`src/rtl/tube_hit_event_buffer.sv`:
```
// tube_hit_event_buffer: triggered drift-tube hit capture into a two-word-per-event FIFO, read by RD_EN strobes.
// Define EVENT_TAG_EN to add a per-event tag (TAG_W bits) stored with each word and shown on EVT_TAG.
module tube_hit_event_buffer #(
  parameter int N_TUBES = 8,
  parameter int FIFO_DEPTH = 16,
  parameter int WINDOW_CYCLES = 50,
  parameter int HOLDOFF_CYCLES = 10,
  parameter int SYNC_STAGES = 2,
  parameter int DROP_W = 8
`ifdef EVENT_TAG_EN
  , parameter int TAG_W = 4
`endif
) (
  input  logic CLK,
  input  logic RST,
  input  logic SCIN_COIN,
  input  logic [N_TUBES-1:0] TUBE3A,
  input  logic [N_TUBES-1:0] TUBE3B,
  input  logic [N_TUBES-1:0] TUBE4A,
  input  logic [N_TUBES-1:0] TUBE4B,
  input  logic RD_EN,
  output logic [N_TUBES-1:0] OTUBEX,
  output logic [N_TUBES-1:0] OTUBEY,
  output logic RD_LAYER,
  output logic RD_VALID,
  output logic RD_EMPTY,
  output logic BUSY,
`ifdef EVENT_TAG_EN
  output logic [TAG_W-1:0] EVT_TAG,
`endif
  output logic [DROP_W-1:0] DROP_CNT
);
  localparam int N = N_TUBES;
  localparam int SW = 4*N+2;
  localparam int AW = $clog2(FIFO_DEPTH);
  localparam int CW = AW+1;
  localparam int MC = WINDOW_CYCLES > HOLDOFF_CYCLES ? WINDOW_CYCLES : HOLDOFF_CYCLES;
  localparam int TW = $clog2(MC+1);
`ifdef EVENT_TAG_EN
  localparam int EW = 2*N+1+TAG_W;
`else
  localparam int EW = 2*N+1;
`endif
  typedef enum logic [2:0] {IDLE, WINDOW, PUSH_A, PUSH_B, HOLDOFF} state_t;
  state_t state, state_n, after;
  logic [SYNC_STAGES-1:0][SW-1:0] sync_q;
  logic [SW-1:0] prev_q, edge_q;
  logic rd_edge, trig, win_last, hold_last, room, push, pop;
  logic [4*N-1:0] tube_edge, bm;
  logic [TW-1:0] cnt;
  logic [CW-1:0] count, count_n;
  logic [AW-1:0] wptr, rptr;
  logic [2*N:0] word;
  logic [EW-1:0] wdata, head;
  logic [EW-1:0] mem [FIFO_DEPTH];
  // edges are registered, so every async input sees SYNC_STAGES+1 cycles of latency
  always_ff @(posedge CLK or posedge RST)
    if (RST) begin
      sync_q <= '0;
      prev_q <= '0;
      edge_q <= '0;
    end else begin
      sync_q <= {sync_q[SYNC_STAGES-2:0], {RD_EN, SCIN_COIN, TUBE4B, TUBE4A, TUBE3B, TUBE3A}};
      prev_q <= sync_q[SYNC_STAGES-1];
      edge_q <= sync_q[SYNC_STAGES-1] & ~prev_q;
    end
  assign rd_edge = edge_q[SW-1];
  assign trig = edge_q[SW-2];
  assign tube_edge = edge_q[4*N-1:0];
  assign win_last = cnt == TW'(WINDOW_CYCLES-1);
  assign hold_last = cnt == TW'(HOLDOFF_CYCLES-1);
  assign room = count <= CW'(FIFO_DEPTH-2);
  assign after = HOLDOFF_CYCLES == 0 ? IDLE : HOLDOFF;
  assign BUSY = state != IDLE;
  always_ff @(posedge CLK or posedge RST)
    if (RST) state <= IDLE;
    else state <= state_n;
  always_comb begin
    state_n = state;
    case (state)
      IDLE: state_n = trig ? WINDOW : IDLE;
      WINDOW: state_n = !win_last ? WINDOW : room ? PUSH_A : after;
      PUSH_A: state_n = PUSH_B;
      PUSH_B: state_n = after;
      HOLDOFF: state_n = hold_last ? IDLE : HOLDOFF;
      default: state_n = IDLE;
    endcase
  end
`ifdef EVENT_TAG_EN
  logic [TAG_W-1:0] tag;
  assign wdata = {tag, word};
  always_ff @(posedge CLK or posedge RST)
    if (RST) tag <= '0;
    else if (state == PUSH_B) tag <= tag + 1'b1;
`else
  assign wdata = word;
`endif
  // cnt restarts on every state change, so it counts from 0 in WINDOW and HOLDOFF
  always_ff @(posedge CLK or posedge RST)
    if (RST) begin
      cnt <= '0;
      bm <= '0;
      DROP_CNT <= '0;
    end else begin
      cnt <= state != state_n ? '0 : cnt + 1'b1;
      if (state == IDLE && trig) bm <= '0;
      else if (state == WINDOW) bm <= bm | tube_edge;
      if (state == WINDOW && win_last && !room && DROP_CNT != '1) DROP_CNT <= DROP_CNT + 1'b1;
    end
  assign word = state == PUSH_B ? {bm[2*N-1:N], bm[4*N-1:3*N], 1'b1} : {bm[N-1:0], bm[3*N-1:2*N], 1'b0};
  assign push = state == PUSH_A || state == PUSH_B;
  assign pop = rd_edge && count != '0;
  assign count_n = count + CW'(push) - CW'(pop);
  assign head = mem[rptr];
  always_ff @(posedge CLK)
    if (push) mem[wptr] <= wdata;
  always_ff @(posedge CLK or posedge RST)
    if (RST) begin
      wptr <= '0;
      rptr <= '0;
      count <= '0;
      RD_EMPTY <= 1'b1;
      RD_VALID <= 1'b0;
      {OTUBEX, OTUBEY, RD_LAYER} <= '0;
`ifdef EVENT_TAG_EN
      EVT_TAG <= '0;
`endif
    end else begin
      if (push) wptr <= wptr + 1'b1;
      if (pop) rptr <= rptr + 1'b1;
      count <= count_n;
      RD_EMPTY <= count_n == '0;
      if (rd_edge) RD_VALID <= pop;
      if (pop) {OTUBEX, OTUBEY, RD_LAYER} <= head[2*N:0];
`ifdef EVENT_TAG_EN
      if (pop) EVT_TAG <= head[EW-1 -: TAG_W];
`endif
    end
endmodule

```
`config.mk`:
```
export PLATFORM = sky130hd
export DESIGN_NAME = tube_hit_event_buffer
export DESIGN_NICKNAME = d
export VERILOG_FILES = /design/src/rtl/tube_hit_event_buffer.sv
export SDC_FILE = /design/constraint.sdc
export NUM_CORES = 1
export LEC_CHECK = 0
export BUFFER_PORTS_ARGS = -buffer_cell sky130_fd_sc_hd__clkbuf_2
export CAP_MARGIN = 0
export CORE_ASPECT_RATIO = 2
export CORE_UTILIZATION = 50
export DETAILED_ROUTE_END_ITERATION = 8
export PLACE_DENSITY_LB_ADDON = 0.12
export SYNTH_ARGS = -nofsm -noshare
export SYNTH_HDL_FRONTEND = slang
export SYNTH_SLANG_ARGS = --single-unit
```
`constraint.sdc`:
```
create_clock -name CLK -period 6.25 [get_ports CLK]
set_clock_uncertainty 0.1 [all_clocks]
set_input_delay 0.3125 -clock CLK [delete_from_list [all_inputs] [get_ports CLK]]
set_output_delay 0.3125 -clock CLK [all_outputs]
set_load 0.005 [all_outputs]
```
# Word-level counts from Yosys, hierarchy flattened
# Memories as Yosys holds them, arrays and structs flattened. A register that Yosys moved wholly into a read port is not among the register bits.
# Index checks and enable logic that the tools add are counted.
# Widths: inputs -> output; s select.
classes:
  addsub: 6
  order_cmp: 1
  eq_ne: 8
  n_mux: 11
  n_bitwise: 3
  reduce_logical: 12
op_table:
  columns: ["operator", "n"]
  rows:
  - ["$mux 32", 2]
  - ["$and 34x34->34", 1]
  - ["$not 34->34", 1]
  - ["$or 32x32->32", 1]
  - ["$mux 17", 1]
  - ["$pmux 3 s5", 1]
  - ["$mux 3", 3]
  - ["$add 4x1->4 const B", 2]
  - ["$add 8x1->8 const B", 1]
  - ["$ne 8x8->1 const B", 1]
  - ["$add 6x1->6 const B", 1]
  - ["$eq 3x2->1 const B", 2]
  - ["$eq 6x4->1 const B", 1]
  - ["$eq 6x6->1 const B", 1]
  - ["$mux 6", 1]
  - ["$add 5x1->5", 1]
  - ["$le 5x4->1 const B", 1]
  - ["$logic_and 1x1->1", 5]
  - ["$logic_not 5->1", 1]
  - ["$reduce_bool 5->1", 1]
  - ["$sub 5x1->5", 1]
  - ["$eq 3x1->1 const B", 1]
  - ["$eq 3x3->1 const B", 1]
  - ["$logic_not 3->1", 1]
  - ["6 further kinds", 8]
word_totals:
  register_bits: 200
  mem_bits_rw: 272
  input_bits: 36
  output_inout_bits: 28
  word_cells: 55
  n_memories: 1
mem_list:
  columns: ["memory", "depth", "width", "read_ports", "rd_clocked_by_memory_dff", "write_ports", "line", "source"]
  rows:
  - ["mem", 16, 17, 1, 1, 1, "55", "logic [EW-1:0] mem [FIFO_DEPTH];"]

# Longest topological paths before layout
depth:
  word_depth: 6
  mapped_depth: 16
  depth_no_buf: 15

# Worst setup path after synthesis
# OpenSTA, ideal clock, no wires.
synth_timing:
  kind: "register -> register"
  startpoint: "register count[2]"
  endpoint: "register RD_EMPTY"
  setup_time_ps: 97
  arrival_ps: 2902
  required_time_ps: 6053
  setup_slack_ps: 3151
  stages_incl_launch_ff: 17
  path_buffers: 1
  synth_period_minus_slack_ps: 3099
  cell_sequence: "dfrtp_1 > inv_1 > ha_1 > inv_1 > o41ai_4 > inv_2 > clkbuf_1 > ha_1 > inv_1 > ha_1 > inv_1 > fa_1 > inv_1 > a21oi_1 > o21bai_1 > xor2_1 > nor4_1"
synth_via:
  elab_chain_cells: 4
  word_cells_on_any_way: 5
  cone_classes: "add/sub (2); reduce/logical (3)"
synth_rtl:
  columns: ["element", "line", "source"]
  rows:
  - ["from (decl)", "51", "logic [CW-1:0] count, count_n;"]
  - ["from (signal assigned)", "131", "count <= count_n;"]
  - ["$reduce_bool 5->1", "112", "assign pop = rd_edge && count != '0;"]
  - ["$logic_and 1x1->1", "112", null]
  - ["named net pop", "48", "logic rd_edge, trig, win_last, hold_last, room, push, pop;"]
  - ["$sub 5x1->5", "113", "assign count_n = count + CW'(push) - CW'(pop);"]
  - ["named net count_n[4]", "51", null]
  - ["$logic_not 5->1", "132", "RD_EMPTY <= count_n == '0;"]
  - ["to (signal assigned)", "122", "RD_EMPTY <= 1'b1;"]
  - ["to (signal assigned)", "132", null]
  - ["to (decl)", "26", "output logic RD_EMPTY,"]
# The timed path passes the listed nets, and every way through them passes these cells.
# A chain may end at the register's enable or synchronous reset.

# Worst setup path in the final report
layout_timing:
  startpoint: "register count[2]"
  endpoint: "register RD_EMPTY"
layout_via:
  elab_chain_cells: 4
  word_cells_on_any_way: 5
  cone_classes: "add/sub (2); reduce/logical (3)"
layout_rtl:
  columns: ["element", "line"]
  rows:
  - ["parallel branches: the longest is 2 deep, another holds $add 5x1->5", null]
  - ["$sub 5x1->5 (*)", "113"]
  - ["named net count_n[4]", "51"]
  - ["$logic_not 5->1 (*)", "132"]
# Mark *: on every way through the listed nets, which the timed path passes.

==> metrics.txt <==
CTS max path bufs 3; post-synthesis cell count between 900 and 1,000; post-synthesis register bit count ~490; wl on met1 12.5 mm; placed cells about 1,400; Setup TNS 0 ns; sequential area share after synthesis 77.2%; Slew Limit Headroom a little over a third; layout cells sized above 1 20.8%; fmax about 290 MHz; main flop type after synthesis edfxtp_1; final worst slack between 2 and 3 ns; Highest Signal Layer met4; ys async rst share 44.4%; Yosys top cell area share a little under half; Nets around 1,100; max cap viols 0; EDFF count, synth between 200 and 300; routed length per instance between 20 and 25 µm; vias per cell between 5 and 6; RSZ-0062 raised after global routing false; DR DRC count 0; Pins Over Slew Limit 0; Pwr Density ~400 nW/µm²; routed wl met2 approximately 19 mm; largest net degree at the start of global routing between 150 and 200; post-layout util 58.3%; post-route cell area approximately 20,000 µm²; Crit path arrival time around 3.8 ns; detailed-route via count 8,326; pre-CTS setup slack roughly 2.8 ns; initial core utilization about half; status completed; WS Path Type reg -> reg; Die W ~130 µm; number of distinct library cells after synthesis 50; synth top area cells edfxtp_1, dfrtp_1, mux4_2; Finish-stage setup viols 0; Crit. End Element flip-flop; post-synthesis net count about 1,000; initial antenna violation count 0; Static Leak between 7 and 8 nW; CP Max Fanout 26; clk_lat worst skew around 0.54 ns; synth warn 0; port bufs 63; mapped cell area about 18,000 µm²; largest area contributor in the netlist edfxtp_1; VDD IR max 0.000293 V; period utilization between 50% and 60%; clk slew on worst S/H paths 0.07 ns; TritonCTS clock tree built; hold crit path type in -> async; critical path startpoint category flip-flop; GPL Wtd Cong 0.750; die area approximately 36,000 µm²; drt pass-1 iters 4; min Tclk post-route around 3.5 ns; vias in the first global route slightly below 9,000; Non-Filler Instances ~1,500; n_diodes 0; total gr overflow 0; R2R Setup Slk around 2.8 ns; root buffer cell clkbuf_16; Core ar. about 34,000 µm²; met3 wire len around 1.1 mm; CTS buffer count 40; Layout Area Growth over Synthesis 14.1%; Die H between 200 and 300 µm; CP required 6.58 ns; Hold Vio Cnt, Final 0; antenna-violating nets left 0; Boundary Pins 64; final wirelength roughly 34 mm; Rows 96; Final HPWL DP between 15 and 20 mm; global-route wire length before repair slightly above 50 mm; total track usage about a fifth; Iter 0 DRT Violations ~480; CTS H-tree lvls 2; Sink Count ~490; actual slew at the worst max-slew pin 0.978 ns; Synth Area per Inst 18.7 µm²; Placed Area 18,500 µm²
[placed cells by master, fill, tap and decap left out, types with 9 or more instances in the layout]
cell           instances
dfrtp_1              214
edfxtp_1             272
nand2_1               37
dlygate4sd3_1         35
inv_1                 18
nor2_1                59
mux2_1                17
mux4_1                 9
a21oi_1               43
mux2i_1               11
o22ai_1               12
mux4_2                59
clkbuf_1              13
o21ai_1               12
xnor2_1               15
clkbuf_16             41
nor2b_1               36
o221ai_1              11
buf_4                 26
ha_1                  17
clkbuf_2              63
[sequential cells by signal, summed over array words and instances, names as in the netlist, 5 cells and up]
register	flops
mem	272
sync_q	68
edge_q	34
prev_q	34
bm	32
DROP_CNT	8
OTUBEX	8
OTUBEY	8
cnt	6
count	5
[final timing paths]
kind,depth (start not counted),startpoint,to
max,16,count[2]$_DFF_PP0_,RD_EMPTY$_DFF_PP1_
min,3,RST,sync_q[20]$_DFF_PP0_
max reg2reg,16,count[2]$_DFF_PP0_,RD_EMPTY$_DFF_PP1_
min reg2reg,0,sync_q[32]$_DFF_PP0_,sync_q[66]$_DFF_PP0_
max in group asynchronous,4,RST,rptr[1]$_DFFE_PP0P_
min in group CLK,0,sync_q[32]$_DFF_PP0_,sync_q[66]$_DFF_PP0_
[layer usage]
layer  up-vias  track usage, %
met5         -               0
li1       3776               -
met3        57            2.44
met2       177            37.4
met1      4316            22.9
met4         0            7.01
[critical path, cell delays in order (launching register included)]
cell      delay, ns
dfrtp_1        0.42
inv_1          0.10
ha_1           0.15
inv_1          0.06
o41ai_4        0.19
buf_4          0.34
inv_2          0.22
ha_1           0.33
inv_1          0.06
ha_1           0.15
inv_1          0.06
fa_1           0.43
inv_1          0.08
a21oi_1        0.06
o21bai_1       0.15
xor2_1         0.11
nor4_1         0.34
[metrics by stage]
step / hold WS (ns) / power [mW]
2_1_floorplan: 0.231 / 5.16
3_3_place_gp: 0.0968 / 5.59
3_5_place_dp: 0.0975 / 5.62
4_1_cts: 0.0768 / 8.07
5_1_grt: 0.0860 / 8.33
6_report: 0.0981 / 7.96
[final cells by class]
type / count / area (µm²)
Sequential cell: 489 / 13600
Multi-Input combinational cell: 396 / 3740
Inverter: 20 / 78.8
Timing Repair Buffer: 125 / 881
Fill cell: 2614 / 14400
Tap cell: 441 / 552
Clock inverter: 16 / 136
Clock buffer: 57 / 1120
[report_power, final]
group	switching (mW)	internal, mW	total (mW)	leakage (nW)
clock network	1.10	1.34	2.43	0.617
registers	0.198	3.77	3.97	4.91
logic	0.857	0.704	1.56	1.88
[synthesized netlist by cell type (5+ instances only)]
| cell type | instances |
|---|---|
| xor2_1 | 5 |
| buf_6 | 5 |
| mux4_1 | 9 |
| clkbuf_1 | 13 |
| dfrtp_1 | 216 |
| mux2i_1 | 11 |
| edfxtp_1 | 272 |
| nand2_1 | 37 |
| o221ai_1 | 11 |
| nand4_1 | 6 |
| ha_1 | 17 |
| mux2_2 | 6 |
| inv_1 | 19 |
| nor2_1 | 60 |
| mux2_1 | 17 |
| o22ai_1 | 12 |
| nand2b_1 | 7 |
| mux4_2 | 59 |
| o21ai_1 | 12 |
| nor2b_1 | 36 |
| a21oi_1 | 43 |
| buf_2 | 14 |
| xnor2_1 | 15 |
[timing repair]
item	4_1_cts	5_1_grt
endpoints found under the hold margin	105	0
setup endpoints to repair	0	0
gates resized for setup	0	0
hold buffers	35	0
buffers inserted	0	0
[cell families after synthesis]
logic type | synth area share (%)
xor gates and xnor gates | 0.994
DFF | 77.2
AOI/OAI and AO/OA | 3.10
adders and majority gates | 1.32
muxes | 11.0
buffers and inverters | 1.73
and+or+nand+nor | 4.69
Note: power is estimated with default switching activity, not from simulation.
